File: src/rtl/pipe_pkg.sv
// ============================================================================
// pipe_pkg : shared types and default widths for the pipeline stage registers
// Revision : 1.0
// ============================================================================
`default_nettype none

package pipe_pkg;

  typedef enum logic [1:0] {
    EMPTY = 2'd0,
    ONE   = 2'd1,
    TWO   = 2'd2
  } stage_state_t;

  localparam int CTRL_W_WB   = 2;
  localparam int CTRL_W_MEM  = 4;
  localparam int PIPE_RD_W   = 5;
  localparam int PIPE_DATA_W = 32;

  function automatic logic [1:0] occ_count(input logic a, input logic b);
    return {1'b0, a} + {1'b0, b};
  endfunction

endpackage

`default_nettype wire

File: src/rtl/pipe_entry.sv
// ============================================================================
// pipe_entry : one valid bit plus payload register with load and clear enables
// Revision   : 1.0
// ============================================================================
`default_nettype none

module pipe_entry #(
  parameter int W = 8
) (
  input  logic         clk,
  input  logic         reset,
  input  logic         i_load,
  input  logic         i_clear,
  input  logic [W-1:0] i_data,
  output logic         o_valid,
  output logic [W-1:0] o_data
);

  logic         r_valid;
  logic [W-1:0] r_data;

  // Clearing only drops the valid bit; the payload keeps its last value.
  always_ff @(posedge clk) begin
    if (reset) begin
      r_valid <= 1'b0;
      r_data  <= '0;
    end else if (i_load) begin
      r_valid <= 1'b1;
      r_data  <= i_data;
    end else if (i_clear) begin
      r_valid <= 1'b0;
    end
  end

  assign o_valid = r_valid;
  assign o_data  = r_data;

endmodule

`default_nettype wire

File: src/rtl/pipe_stage_reg.sv
// ============================================================================
// pipe_stage_reg : handshaked pipeline boundary register with optional skid
// Revision       : 1.0
// ============================================================================
`default_nettype none

module pipe_stage_reg
  import pipe_pkg::*;
#(
  parameter int CTRL_W   = 2,
  parameter int DATA_W   = 32,
  parameter int NUM_DATA = 2,
  parameter int RD_W     = 5,
  parameter int SKID     = 1
) (
  input  logic                       clk,
  input  logic                       reset,
  input  logic                       in_valid,
  output logic                       in_ready,
  input  logic [CTRL_W-1:0]          in_ctrl,
  input  logic [NUM_DATA*DATA_W-1:0] in_data,
  input  logic [RD_W-1:0]            in_rd,
  input  logic                       stall,
  input  logic                       flush,
  output logic                       out_valid,
  input  logic                       out_ready,
  output logic [CTRL_W-1:0]          out_ctrl,
  output logic [NUM_DATA*DATA_W-1:0] out_data,
  output logic [RD_W-1:0]            out_rd,
  output logic [1:0]                 occupancy
);

  localparam int PAY_W = CTRL_W + NUM_DATA*DATA_W + RD_W;

  if (NUM_DATA < 1) begin : g_num_data_chk
    $error("pipe_stage_reg: NUM_DATA must be at least 1");
  end

  logic             w_rdy_eff;
  logic             w_in_xfer;
  logic             w_out_xfer;
  logic             w_m_valid;
  logic             w_s_valid;
  logic [PAY_W-1:0] w_in_pay;
  logic [PAY_W-1:0] w_m_pay;
  logic [PAY_W-1:0] w_s_pay;
  logic [PAY_W-1:0] w_m_din;
  logic             w_m_load;
  logic             w_m_clear;
  logic             w_s_load;
  logic             w_s_clear;
  logic [CTRL_W-1:0] w_m_ctrl;
  stage_state_t     w_state_nxt;
  stage_state_t     r_state;
  logic             r_in_ready;

  assign w_rdy_eff  = out_ready & ~stall;
  assign w_in_xfer  = in_valid & in_ready;
  assign w_out_xfer = w_m_valid & w_rdy_eff;
  assign w_in_pay   = {in_ctrl, in_data, in_rd};

  // With SKID=0 in_ready already implies an output transfer whenever M is
  // occupied, so the "input only" arc out of ONE is never taken.
  always_comb begin
    w_state_nxt = r_state;
    w_m_load    = 1'b0;
    w_m_clear   = 1'b0;
    w_s_load    = 1'b0;
    w_s_clear   = 1'b0;
    w_m_din     = w_in_pay;
    if (flush) begin
      w_state_nxt = EMPTY;
      w_m_clear   = 1'b1;
      w_s_clear   = 1'b1;
    end else begin
      case (r_state)
        EMPTY: begin
          if (w_in_xfer) begin
            w_m_load    = 1'b1;
            w_state_nxt = ONE;
          end
        end
        ONE: begin
          if (w_in_xfer && w_out_xfer) begin
            w_m_load = 1'b1;
          end else if (w_out_xfer) begin
            w_m_clear   = 1'b1;
            w_state_nxt = EMPTY;
          end else if (w_in_xfer) begin
            w_s_load    = 1'b1;
            w_state_nxt = TWO;
          end
        end
        TWO: begin
          if (w_out_xfer) begin
            w_m_load    = 1'b1;
            w_m_din     = w_s_pay;
            w_s_clear   = 1'b1;
            w_state_nxt = ONE;
          end
        end
        default: begin
          w_state_nxt = EMPTY;
          w_m_clear   = 1'b1;
          w_s_clear   = 1'b1;
        end
      endcase
    end
  end

  always_ff @(posedge clk) begin
    if (reset) begin
      r_state    <= EMPTY;
      r_in_ready <= 1'b1;
    end else begin
      r_state    <= w_state_nxt;
      r_in_ready <= (w_state_nxt != TWO);
    end
  end

  assign in_ready = (SKID != 0) ? r_in_ready : (~w_m_valid | w_rdy_eff);

  pipe_entry #(.W(PAY_W)) u_m (
    .clk     (clk),
    .reset   (reset),
    .i_load  (w_m_load),
    .i_clear (w_m_clear),
    .i_data  (w_m_din),
    .o_valid (w_m_valid),
    .o_data  (w_m_pay)
  );

  if (SKID != 0) begin : g_skid
    pipe_entry #(.W(PAY_W)) u_s (
      .clk     (clk),
      .reset   (reset),
      .i_load  (w_s_load),
      .i_clear (w_s_clear),
      .i_data  (w_in_pay),
      .o_valid (w_s_valid),
      .o_data  (w_s_pay)
    );
  end else begin : g_no_skid
    assign w_s_valid = 1'b0;
    assign w_s_pay   = '0;
  end

  assign {w_m_ctrl, out_data, out_rd} = w_m_pay;

  // Bubbles must never carry RegWrite/MemToReg downstream.
  assign out_valid = w_m_valid;
  assign out_ctrl  = w_m_valid ? w_m_ctrl : '0;
  assign occupancy = occ_count(w_m_valid, w_s_valid);

endmodule

`default_nettype wire

File: config.mk
export PLATFORM = sky130hd
export DESIGN_NAME = pipe_stage_reg
export DESIGN_NICKNAME = d
export VERILOG_FILES = /design/src/rtl/pipe_pkg.sv /design/src/rtl/pipe_entry.sv /design/src/rtl/pipe_stage_reg.sv
export SDC_FILE = /design/constraint.sdc
export NUM_CORES = 1
export LEC_CHECK = 0
export ABC_CLOCK_PERIOD_IN_PS = 2500
export BUFFER_PORTS_ARGS = -buffer_cell sky130_fd_sc_hd__buf_2
export CORE_ASPECT_RATIO = 1.2
export CORE_MARGIN = 2
export CORE_UTILIZATION = 58
export DETAILED_ROUTE_END_ITERATION = 8
export GPL_ROUTABILITY_DRIVEN = 0
export PLACE_DENSITY = 0.86
export SYNTH_ARGS = -nofsm -noshare
export SYNTH_HDL_FRONTEND = slang
export SYNTH_SLANG_ARGS = --single-unit
File: constraint.sdc
create_clock -name clk -period 2.5 [get_ports clk]
set_input_delay 0.125 -clock clk [delete_from_list [all_inputs] [get_ports clk]]
set_output_delay 0.125 -clock clk [all_outputs]
set_load 0.005 [all_outputs]
==> impl_metrics.toml <==
[synth]
synth-async-reset-ratio_pct = 0
synth_area_per_cell_sq_um = 8.593
synth_seq_area_share_pct = 45.79
synth_top_area_cell = "dfxtp_1"
yosys-top-cells-count = "147 x dfxtp_1, 144 x nand2_1, 73 x a21oi_1, 73 x nor3_1"
synth_edf_count = 0
syn-num-nets = 826
synth_ff_type = "dfxtp_1"
ys_top_cells_by_area = "dfxtp_1 46%, nand2_1 8.4%, a211oi_1 8.3%, a22oi_1 8.3%, buf_4 8.1%"
synthesis.instances = 748
yosysMostFrequentCell = "dfxtp_1"
synth_warnings = 0
synthesis.area_sq_um = 6427
synth.distinct_cells = 32
ys_ff_latch = 147
synth_top_area_share_pct = 45.79

[worst_setup_path]
crit_fanout = 71
crit_start = "u_m.o_valid"
worstSetupStartpointType = "flip-flop"
cp.required_ps = 2810
cp-end-kind = "flip-flop"
arrival_ps = 2550
critical_path_class = "flip-flop to flip-flop"
r2r_start = "u_m.o_valid"

[clocking]
cts.clk_slew.worst_paths_ps = 60
cts.htree.levels = 4
post-cts-setup-buffers = 0
cts_resized = 0
cts-root-buf = "clkbuf_16"
cts_sinks = 147
clock_path_buffers = 2
cts_tree = "built"
clk_latency_ps = 410
cts_buffers = 17

[global_route]
gr-usage-all-layers_pct = 28.07
antenna_found_initial = 0
grt_pass1_vias = 5776
grt_pass1_wl_um = 26840
grt_remaining_overflow = 0
grt_start_max_net_pins = 82

[drt]
firstDrtPassIters = 8
drc_errors = 0
routedWlPerCell_um = 16.56
first_iter_violations = 489
wl_um = 16700
vias = 5963
avgViaCountPerCell = 5.916
ant_nets = 0

[power_and_ir_drop]
cellLeakagePower_nw = 3.080
power-per-cell-area_nw_per_um2 = 718.9
ir_worst_vdd_v = 0.0004138

[finish]
fin_nets = 941
num-fill-cells = 757
area_delta_synth_final_pct = 22.95
layout-drive-gt1-share_pct = 23.29
stdcell_area_sq_um = 7903
final_cells = 1008
n_antenna_cell = 0
multiInputGateArea_sq_um = 2569
seqCellArea_sq_um = 2943

[hold_path]
hp-class = "input port to flip-flop"
hold_path_startpoint = "flush"

[placement]
place_hpwl_um = 9778
place_area_sq_um = 6589
portBuffers = 151
dp.cells = 905

[timing]
setup_viol = 0
worst_pin_slew_ps = 813.9
fin_setup_tns_ps = 0
period_needed_ps = 2237
relSlewSlack_pct = 45.74
fmax_mhz = 447.0
finalHoldViolCount = 0
rsz0062_at_grt = "false"
fin_crit_sh_pct = 89.49
hold_slack_ps = 94.32
final_max_slew_viol_count = 0
finClkSkew_ps = 7.274

[floorplan]
start_util_pct = 58.80
die_y_um = 119.3
coreArea_sq_um = 10930
io_pins = 152
die-width_um = 100.1
rows = 42
die_area_sq_um = 11940

[run]
cap_violations = 0

[outcome]
outcome = "complete, no violations"
## sequential cells by signal (all words and copies together) (netlist names)
name,flops
g_skid.u_s.o_data,71
g_skid.u_s.o_valid,1
in_ready,1
r_state,2
u_m.o_data,71
u_m.o_valid,1
## critical path: stages, from the launching register on
cell,delay (ps)
dfxtp_1,490
nand4b_1,250
a211oi_4,290
buf_4,650
nor3_1,140
a211oi_1,290
## per-layer routing
layer  share of wire, %  wire length [um]  global-route usage [%]
met1                 39              6533                   33.32
met2                 50              8375                   47.97
met3                7.7              1287                   6.631
met4                3.0               499                   12.33
met5                  0                 0                       0
## power by group
part	switching [W]	internal [W]
clock network	0.000970	0.00159
logic	0.000299	0.000313
registers	0.0000605	0.00245
## cell type report
class	instances	area share, %
flip-flops and latches	147	37.24
clock inverters	13	2.027
multi-input cells	458	32.50
repair buffers	236	20.39
inverters	3	0.1425
clock buffers	19	5.605
well taps	132	2.090
## kinds of logic (layout without fill, tap and decap cells)
logic type / after synthesis / after routing / synth area share (%)
DFF: 147 / 147 / 45.79
adders and majority gates: 1 / 1 / 0.1946
AOI/OAI and AO/OA: 222 / 222 / 23.13
buffers and inverters: 143 / 271 / 14.58
and+or+nand+nor: 235 / 235 / 16.31
## what timing repair did
action                     4_1_cts  5_1_grt
hold endpoints to repair        71        0
setup endpoints to repair        0        0
hold buffers                    71        0
## cell usage in the layout (no fill, tap or decap), drive strengths merged, types with 8 or more instances in the layout
| cell type | instances |
|---|---|
| buf | 165 |
| dfxtp | 147 |
| nand2 | 144 |
| nor3 | 74 |
| a21oi | 73 |
| a211oi | 72 |
| a22oi | 71 |
| dlygate4sd3 | 71 |
| clkbuf | 19 |
| clkinvlp | 8 |
## final timing paths
path | endpoint | slack (ps) | cells after the start
min | u_m.o_valid | 90 | 2
max reg2reg | u_m.o_data[58] | 260 | 5
max | u_m.o_data[58] | 260 | 5
min reg2reg | g_skid.u_s.o_data[16] | 450 | 2
## metrics by stage
| step | total power [W] | worst slack [ps] | util, % |
|---|---|---|---|
| CTS | 0.005693 | 328.4 | 72.30 |
| global route | 0.005878 | 61.62 | 72.30 |
| finish | 0.005681 | 262.9 | 72.30 |
| floorplan | 0.002954 | 782.5 | - |
| detailed placement | 0.003069 | 337.9 | 60.28 |
| global placement | 0.003045 | 431.3 | 60.28 |
(Power assumes the default switching activity.)
